<file path="src/rtl/m_unit_pcpi_issue.sv">
// PCPI issue/retire sequencer for riscv_m_unit: decodes RV32M and custom
// modular-arithmetic instructions, issues them once, and retires the result under a watchdog.
module m_unit_pcpi_issue #(
  parameter logic [6:0] OPCODE_M       = 7'b0110011,
  parameter logic [6:0] OPCODE_CUSTOM  = 7'b0001011,
  parameter logic [7:0] CUSTOM_F3_MASK = 8'b0000_0111,
  parameter int         TIMEOUT        = 64
) (
  input  logic        clk,
  input  logic        resetn,
  input  logic        pcpi_valid,
  input  logic [31:0] pcpi_insn,
  input  logic [31:0] pcpi_rs1,
  input  logic [31:0] pcpi_rs2,
  output logic        pcpi_wr,
  output logic [31:0] pcpi_rd,
  output logic        pcpi_wait,
  output logic        pcpi_ready,
  output logic        timeout_err,
  output logic        m_valid,
  output logic [31:0] m_instruction,
  output logic [31:0] m_rs1,
  output logic [31:0] m_rs2,
  input  logic        m_wr,
  input  logic [31:0] m_rd,
  input  logic        m_busy,
  input  logic        m_ready
);

  localparam int CNT_W = $clog2(TIMEOUT);
  localparam logic [CNT_W-1:0] CNT_LAST = CNT_W'(TIMEOUT - 1);

  typedef enum logic [2:0] {
    S_IDLE,
    S_ISSUE,
    S_WAIT,
    S_RESP,
    S_DRAIN
  } state_t;

  state_t           state_reg, state_next;
  logic [CNT_W-1:0] cnt_reg, cnt_next;
  logic             abort_reg, abort_next;
  logic             insn_match;
  logic             accept;
  logic             result_hit;
  logic             watchdog_hit;
  logic             retire;

  // Busy is purely informational; completion is signalled by m_ready alone.
  logic unused_busy;
  assign unused_busy = m_busy;

  assign insn_match = (pcpi_insn[31:25] == 7'b0000001) &&
                      ((pcpi_insn[6:0] == OPCODE_M) ||
                       ((pcpi_insn[6:0] == OPCODE_CUSTOM) && CUSTOM_F3_MASK[pcpi_insn[14:12]]));

  always_ff @(posedge clk or negedge resetn) begin
    if (!resetn) begin
      state_reg <= S_IDLE;
      cnt_reg   <= '0;
      abort_reg <= 1'b0;
    end else begin
      state_reg <= state_next;
      cnt_reg   <= cnt_next;
      abort_reg <= abort_next;
    end
  end

  always_comb begin
    state_next   = state_reg;
    cnt_next     = cnt_reg;
    abort_next   = abort_reg;
    accept       = 1'b0;
    result_hit   = 1'b0;
    watchdog_hit = 1'b0;
    case (state_reg)
      S_IDLE: begin
        if (pcpi_valid && insn_match) begin
          accept     = 1'b1;
          cnt_next   = '0;
          abort_next = 1'b0;
          state_next = S_ISSUE;
        end
      end
      S_ISSUE: begin
        abort_next = abort_reg | ~pcpi_valid;
        if (m_ready) begin
          result_hit = 1'b1;
          state_next = S_RESP;
        end else begin
          state_next = S_WAIT;
        end
      end
      S_WAIT: begin
        abort_next = abort_reg | ~pcpi_valid;
        cnt_next   = cnt_reg + CNT_W'(1);
        // A result arriving in the final watchdog cycle still wins.
        if (m_ready) begin
          result_hit = 1'b1;
          state_next = S_RESP;
        end else if (cnt_reg == CNT_LAST) begin
          watchdog_hit = 1'b1;
          state_next   = S_RESP;
        end
      end
      S_RESP:  state_next = S_DRAIN;
      S_DRAIN: if (!pcpi_valid) state_next = S_IDLE;
      default: state_next = S_IDLE;
    endcase
  end

  // Outputs are computed from next-state values so each one is a plain flop.
  assign retire = (result_hit || watchdog_hit) && !abort_next;

  always_ff @(posedge clk or negedge resetn) begin
    if (!resetn) begin
      pcpi_wr       <= 1'b0;
      pcpi_rd       <= '0;
      pcpi_wait     <= 1'b0;
      pcpi_ready    <= 1'b0;
      timeout_err   <= 1'b0;
      m_valid       <= 1'b0;
      m_instruction <= '0;
      m_rs1         <= '0;
      m_rs2         <= '0;
    end else begin
      m_valid     <= accept;
      pcpi_wait   <= (state_next == S_ISSUE) || (state_next == S_WAIT);
      pcpi_ready  <= retire;
      pcpi_wr     <= retire && result_hit && m_wr;
      pcpi_rd     <= (retire && result_hit) ? m_rd : '0;
      timeout_err <= watchdog_hit;
      if (accept) begin
        m_instruction <= pcpi_insn;
        m_rs1         <= pcpi_rs1;
        m_rs2         <= pcpi_rs2;
      end
    end
  end

endmodule

</file>
<file path="config.mk">
export PLATFORM = sky130hd
export DESIGN_NAME = m_unit_pcpi_issue
export DESIGN_NICKNAME = d
export VERILOG_FILES = /design/src/rtl/m_unit_pcpi_issue.sv
export SDC_FILE = /design/constraint.sdc
export NUM_CORES = 1
export LEC_CHECK = 0
export ABC_AREA = 1
export CELL_PAD_IN_SITES_DETAIL_PLACEMENT = 0
export CELL_PAD_IN_SITES_GLOBAL_PLACEMENT = 2
export CORE_ASPECT_RATIO = 2
export CORE_MARGIN = 5
export CORE_UTILIZATION = 23
export DETAILED_ROUTE_END_ITERATION = 12
export GPL_TIMING_DRIVEN = 0
export PLACE_DENSITY = 0.84
export SLEW_MARGIN = 15
export SYNTH_ARGS = -nofsm -noshare
export SYNTH_HDL_FRONTEND = slang
export SYNTH_SLANG_ARGS = --single-unit
</file>
<file path="constraint.sdc">
create_clock -name clk -period 1.8 [get_ports clk]
set_clock_uncertainty 0.2 [all_clocks]
set_input_delay 0.36 -clock clk [delete_from_list [all_inputs] [get_ports clk]]
set_output_delay 0.36 -clock clk [all_outputs]
set_load 0.02 [all_outputs]
</file>
## Word level (Yosys, flattened, before mapping)

Memory sizes are Yosys's and may differ from the RTL's.
Index checks and enable logic that the tools add are counted.

- Reductions and logical operators: 14
- Muxes and demuxes: 19
- Shifts and indexed selects: 0
- $mul: 0
- Divide/modulo/power cells: 0
- Bitwise gates (word level): 2
- Eq/ne operators: 11
- Magnitude comparators: 1
- Add/subtract/negate cells: 1

Operators by type and width:

| kind | count |
|---|---|
| 2-to-1 mux 32 bit | 1 |
| one-hot mux 3 bit (5 select lines) | 1 |
| 2-to-1 mux 3 bit | 4 |
| one-hot mux 6 bit (2 select lines) | 1 |
| 2-to-1 mux 1 bit | 10 |
| equality test 3 x 2 -> 1 bit (second input constant) | 3 |
| equality test 7 x 1 -> 1 bit (second input constant) | 1 |
| equality test 7 x 4 -> 1 bit (second input constant) | 1 |
| equality test 7 x 6 -> 1 bit (second input constant) | 1 |
| adder 6 x 1 -> 6 bit (second input constant) | 1 |
| equality test 3 x 1 -> 1 bit (second input constant) | 2 |
| equality test 6 bit (second input constant) | 1 |
| logical AND 1 bit | 6 |
| 2-to-1 mux 6 bit | 1 |
| < comparator 3 x 4 -> 1 bit (second input constant) | 1 |
| equality test 3 bit (second input constant) | 1 |
| logical NOT 3 bit | 1 |
| logical OR 1 bit | 3 |
| inequality test 2 bit (second input constant) | 1 |
| one-hot mux 1 bit (2 select lines) | 1 |
| AND reduction 2 bit | 1 |
| nonzero test 2 bit | 1 |
| OR reduction 2 bit | 1 |
| logical NOT 1 bit | 1 |
| other kinds (2) | 2 |

- Bits of input ports: 134
- Register bits after elaboration: 143
- Latch bits: 0
- Bits in read-only memories: 8
- Output and inout bits: 133
- Word-level logic and storage cells: 61
- Bits in writable memories: 0
- Memories kept: 1

Memory list:

| name | depth | width | read ports | clocked after memory_dff | wr ports | RTL line | text |
|---|---|---|---|---|---|---|---|
| (name not given) | 8 | 1 | 1 | 0 | 0 | 56 | `((pcpi_insn[6:0] == OPCODE_CUSTOM) && CUSTOM_F3_MASK[pcpi_insn[14:12]]));` |

## Logic depth before layout (Yosys ltp)

- Word-level depth: 12
- Mapped depth: 10
- Mapped depth without buffers: 8

## Worst setup path after synthesis

OpenSTA, ideal clock, no wires.

- Path type: register -> register
- Start point: reg state_reg[2]
- End point: reg m_instruction[4]
- Library setup time: 0.118 ns
- Arrival time: 1.300 ns
- Cell stages (with the launch flop): 9
- Clock period less this slack: 1.618 ns
- Data required time: 1.482 ns
- Path buffers: 2
- Slack: 0.182 ns
- Cells stage by stage: dfrtp_1 nor2_1 nand4_1 nor2_2 nand2_2 buf_2 buf_2 nand2_1 nand2_1

- Word-level cells in the longest chain between the ends: 2

RTL lines:

| what | RTL line | text |
|---|---|---|
| from (decl) | 41 | `state_t state_reg, state_next;` |
| from (signal assigned) | 64 | `state_reg <= state_next;` |
| logical NOT 3 bit | 77 | `case (state_reg)` |
| 2-to-1 mux 1 bit | 77 |  |
| to (signal assigned) | 135 | `m_instruction <= pcpi_insn;` |
| to (decl) | 21 | `output logic [31:0] m_instruction,` |

Every way passes these cells.
A chain may end at the register's enable or synchronous reset.

## Worst setup path after layout

- Start point: in pcpi_insn[1]
- End point: reg m_rs1[28]

- Word-level cells in the longest chain between the ends: 7
- Elaborated cells on any way between the ends: 8
- Classes of those cells: eq/ne: 2; mux: 2; reduce/logical: 4

RTL lines:

| what | RTL line | text |
|---|---|---|
| from (decl) | 12 | `input logic [31:0] pcpi_insn,` |
| equality test 7 x 4 -> 1 bit | 56 |  |
| logical AND 1 bit | 56 |  |
| logical OR 1 bit (*) | 55 | `((pcpi_insn[6:0] == OPCODE_M) \|\|` |
| logical AND 1 bit (*) | 54 | `assign insn_match = (pcpi_insn[31:25] == 7'b0000001) &&` |
| logical AND 1 bit (*) | 79 | `if (pcpi_valid && insn_match) begin` |
| 2-to-1 mux 1 bit (*) | 79 |  |
| 2-to-1 mux 1 bit (*) | 77 |  |
| to (signal assigned) | 136 | `m_rs1 <= pcpi_rs1;` |
| to (decl) | 22 | `output logic [31:0] m_rs1,` |

Every way passes the cells marked *; elsewhere a longest branch is shown, timed or not.

==> flow_summary_export.csv <==
group,metric,value,unit
status,status,"complete, but fails checks",
status,failed_checks,"negative setup slack",
routing,drt-initial-drc-count,192,
critical_path,cp.arrival,1.92,ns
clock_tree,insertion_delay,0.42,ns
floorplanning,num_rows,80,
timing,finalHoldViolCount,0,
timing,timing.fmax,555,MHz
timing,fin_crit,1.80,ns
clock_tree,cts-buffers-inserted,17,
routing,met2WireLength,11.4,mm
hold_path,hold_end,"pcpi_rd[21]$_DFF_PN0_",
timing,finalWorstSetupSlack,-0.00242,ns
critical_path,crit_required,1.92,ns
finish,finish.net_count,1040,
critical_path,r2r_start,"state_reg[1]$_DFF_PN0_",
finish,drive_above_1_share,13.0,%
critical_path,r2r_setup_slack,0.03,ns
routing,wl_per_cell,16.1,um
routing,num_vias,4975,
timing,rsz0062_at_grt,"true",
global_route,grt_max_degree,74,
power_and_ir_drop,power_leakage,5.37,nW
power_and_ir_drop,combPwrFrac,12.7,%
placed_design,pre_cts_ws,-0.958,ns
critical_path,r2r_cells,9,
global_route,grt_pass1_wl,29.4,mm
timing,fin_setup_tns,-0.00482,ns
hold_path,min-delay-start,"m_rd[21]",
yosys,yosysWarningCount,0,
yosys,synth.net_count,739,
global_route,antenna_found_initial,1,
finish,final_util,39.8,%
yosys,syn_avg_cell_area,9.13,sq um
floorplanning,die_h,229,um
critical_path,crit_buf_inv,4,
finish,layout_common_cells,"nand2_1 (171), dfrtp_1 (141), dlygate4sd2_1 (132), clkdlybuf4s50_1 (130), nand3_1 (101)",
routing,wirelength_met1,6.26,mm
hold_path,hold_depth,3,
yosys,syn_area,0.00551,sq mm
floorplanning,dieArea,0.0274,sq mm
timing,relSlewSlack,61.7,%
power_and_ir_drop,p_int,0.00584,W
routing,top_layer_used,"met4",
routing,wl_met3,1.22,mm
floorplanning,initial_core_util,23.2,%
global_route,grt_pass1_vias,5214,
global_route,grt_overflow,0,
routing,wl,19.4,mm
run,drv_cap,0,
yosys,ys_seq_elements,143,
yosys,ys_seq_area_share,64.9,%
hold_path,min-delay-path-class,"primary input to flip-flop",
clock_tree,clkSinkCount,143,
placed_design,gp_congestion,0.759,
critical_path,path_class,"primary input to flip-flop",
finish,mostFrequentLayoutCell,"nand2_1",
critical_path,slowest_delay,0.47,ns
timing,fin_crit_sh,100,%
routing,ant_nets,0,
critical_path,critPathTopFamily,"buffers and inverters",
critical_path,cp_max_fo,8,
critical_path,worstSetupEndpointType,"flip-flop",
power_and_ir_drop,power_switching,0.00195,W
clock_tree,cts_root_buffer,"clkbuf_16",
floorplanning,core,0.0237,sq mm
yosys,synth_cells,604,
power_and_ir_drop,seq_power_share,44.2,%
critical_path,critPathLaunchType,"primary input",
timing,drv_slew,0,
power_and_ir_drop,swShare,25.0,%
finish,area_delta_synth_final,71.2,%
global_route,track_usage,14.2,%
routing,drcViolationCount,0,
floorplanning,io_pins,267,
critical_path,reg2reg_to,"m_rs1[28]$_DFFE_PN0P_",
floorplanning,die_w,119,um
yosys,ys_types,20,
placed_design,io_buffers,265,
power_and_ir_drop,peakVddDrop,0.000874,V
timing,hold_slack,0.244,ns
clock_tree,clkTransAtPathRegs,0.06,ns
placed_design,dp_hpwl,14.8,mm
timing,worst_pin_slew,0.574,ns
timing,setup_viol,2,
finish,num-fill-cells,2460,
critical_path,worst_path_max_delay_cell,"clkdlybuf4s50_1",
routing,via_per_inst,4.13,
power_and_ir_drop,p_clk_share,43.1,%
clock_tree,htree_num_levels,4,
critical_path,worstPathCellList,"clkdlybuf4s50_1 > nand2_2 > nor2_4 > nand3_2 > nor2_4 > buf_6 > nand2_8 > buf_12 > clkbuf_16 > nand2_2 > nand2_1",
clock_tree,cts_buffer_depth,2,
routing,firstDrtPassIters,4,
power_and_ir_drop,p_per_area,825,mW/mm^2
clock_tree,cts_tree,"yes",
## worst max path at each step
| stage | from | end | slack [ns] | cells after the start |
|---|---|---|---|---|
| global route | state_reg[2]$_DFF_PN0_ | m_rs1[30]$_DFFE_PN0P_ | -0.08 | 9 |
| floorplan | state_reg[2]$_DFF_PN0_ | m_instruction[4]$_DFFE_PN0P_ | 0.18 | 8 |
| detailed placement | pcpi_insn[0] | m_rs2[6]$_DFFE_PN0P_ | -0.96 | 8 |
| finish | pcpi_insn[1] | m_rs1[28]$_DFFE_PN0P_ | -0.002 | 11 |
| CTS | pcpi_insn[6] | m_instruction[28]$_DFFE_PN0P_ | -0.04 | 11 |
| global placement | resetn | m_rs2[22]$_DFFE_PN0P_ | -6.10 | 1 |
## through the flow
| step | instance area [sq um] | cells | power [W] |
|---|---|---|---|
| final | 9440 | 1206 | 0.00778 |
| after global routing | 9440 | 1206 | 0.00820 |
| after CTS | 9180 | 1198 | 0.00785 |
| after detailed placement | 8560 | 1157 | 0.00441 |
| after global placement | 8530 | 1156 | 0.00438 |
| after floorplan | 5510 | 604 | 0.00388 |
## worst register-to-register path, stage by stage, from the launching register on
cell	delay, ns
dfrtp_1	0.39
inv_1	0.11
nand4_1	0.15
nor2_4	0.20
buf_6	0.14
nand2_8	0.06
buf_12	0.15
clkbuf_16	0.17
nand2_2	0.05
nand2_1	0.04
## power groups by stage
stage | registers (W) | logic, W | clock network [W]
2_1_floorplan | 0.00349 | 0.000395 | 0
3_3_place_gp | 0.00350 | 0.000887 | 0
3_5_place_dp | 0.00350 | 0.000907 | 0
4_1_cts | 0.00344 | 0.000915 | 0.00350
5_1_grt | 0.00346 | 0.00111 | 0.00363
6_report | 0.00344 | 0.000986 | 0.00336
## cells in the mapped netlist
cell,instances,share of area (%)
dfrtp_1,143,65
or2_2,2,0.23
nand2_1,197,13
a21oi_1,3,0.27
nor2_1,56,3.8
inv_2,1,0.068
nand4_1,2,0.23
buf_4,1,0.14
o21ai_0,1,0.091
o21bai_1,1,0.14
nand2_2,1,0.11
clkbuf_1,8,0.54
ha_1,1,0.23
nand3_1,102,9.3
nor2_2,1,0.11
buf_2,22,2.0
inv_1,59,4.0
o22ai_1,1,0.11
o21ai_2,1,0.16
nor3_2,1,0.18
## area by class of cell
class / instances / area [sq um] / area share, %
flip-flops and latches: 143 / 3580 / 37.9
repair buffers: 284 / 2750 / 29.1
multi-input cells: 370 / 1680 / 17.8
clock buffers: 20 / 467 / 4.94
well taps: 287 / 359 / 3.80
plain buffers: 29 / 280 / 2.97
inverters: 60 / 228 / 2.41
clock inverters: 12 / 92.6 / 0.981
diodes: 1 / 2.50 / 0.0265
## repair_timing
action	in CTS	in global routing
endpoints found under the setup margin	258	98
cloned	1	4
setup buffers	8	4
hold buffers	1	0
pin swaps	4	7
resized for setup	180	49
hold endpoints to repair	70	0
## metal layers
layer,global-route usage (%),vias up
li1,-,2472
met1,12.5,2332
met2,28.3,152
met3,4.69,19
met4,6.13,0
met5,0,-
## logic make-up (layout without fill, tap and decap cells)
logic type / count (synthesis) / count (layout) / share of synthesized area [%]
flip-flops: 143 / 143 / 64.9
AO/OA/AOI/OAI: 7 / 7 / 0.771
buffers and inverters: 91 / 405 / 6.76
other: 0 / 1 / 0
adder cells (fa/ha/maj): 1 / 1 / 0.227
AND/OR/NAND/NOR: 362 / 362 / 27.3
No activity file was read; power rests on OpenSTA's default activity.
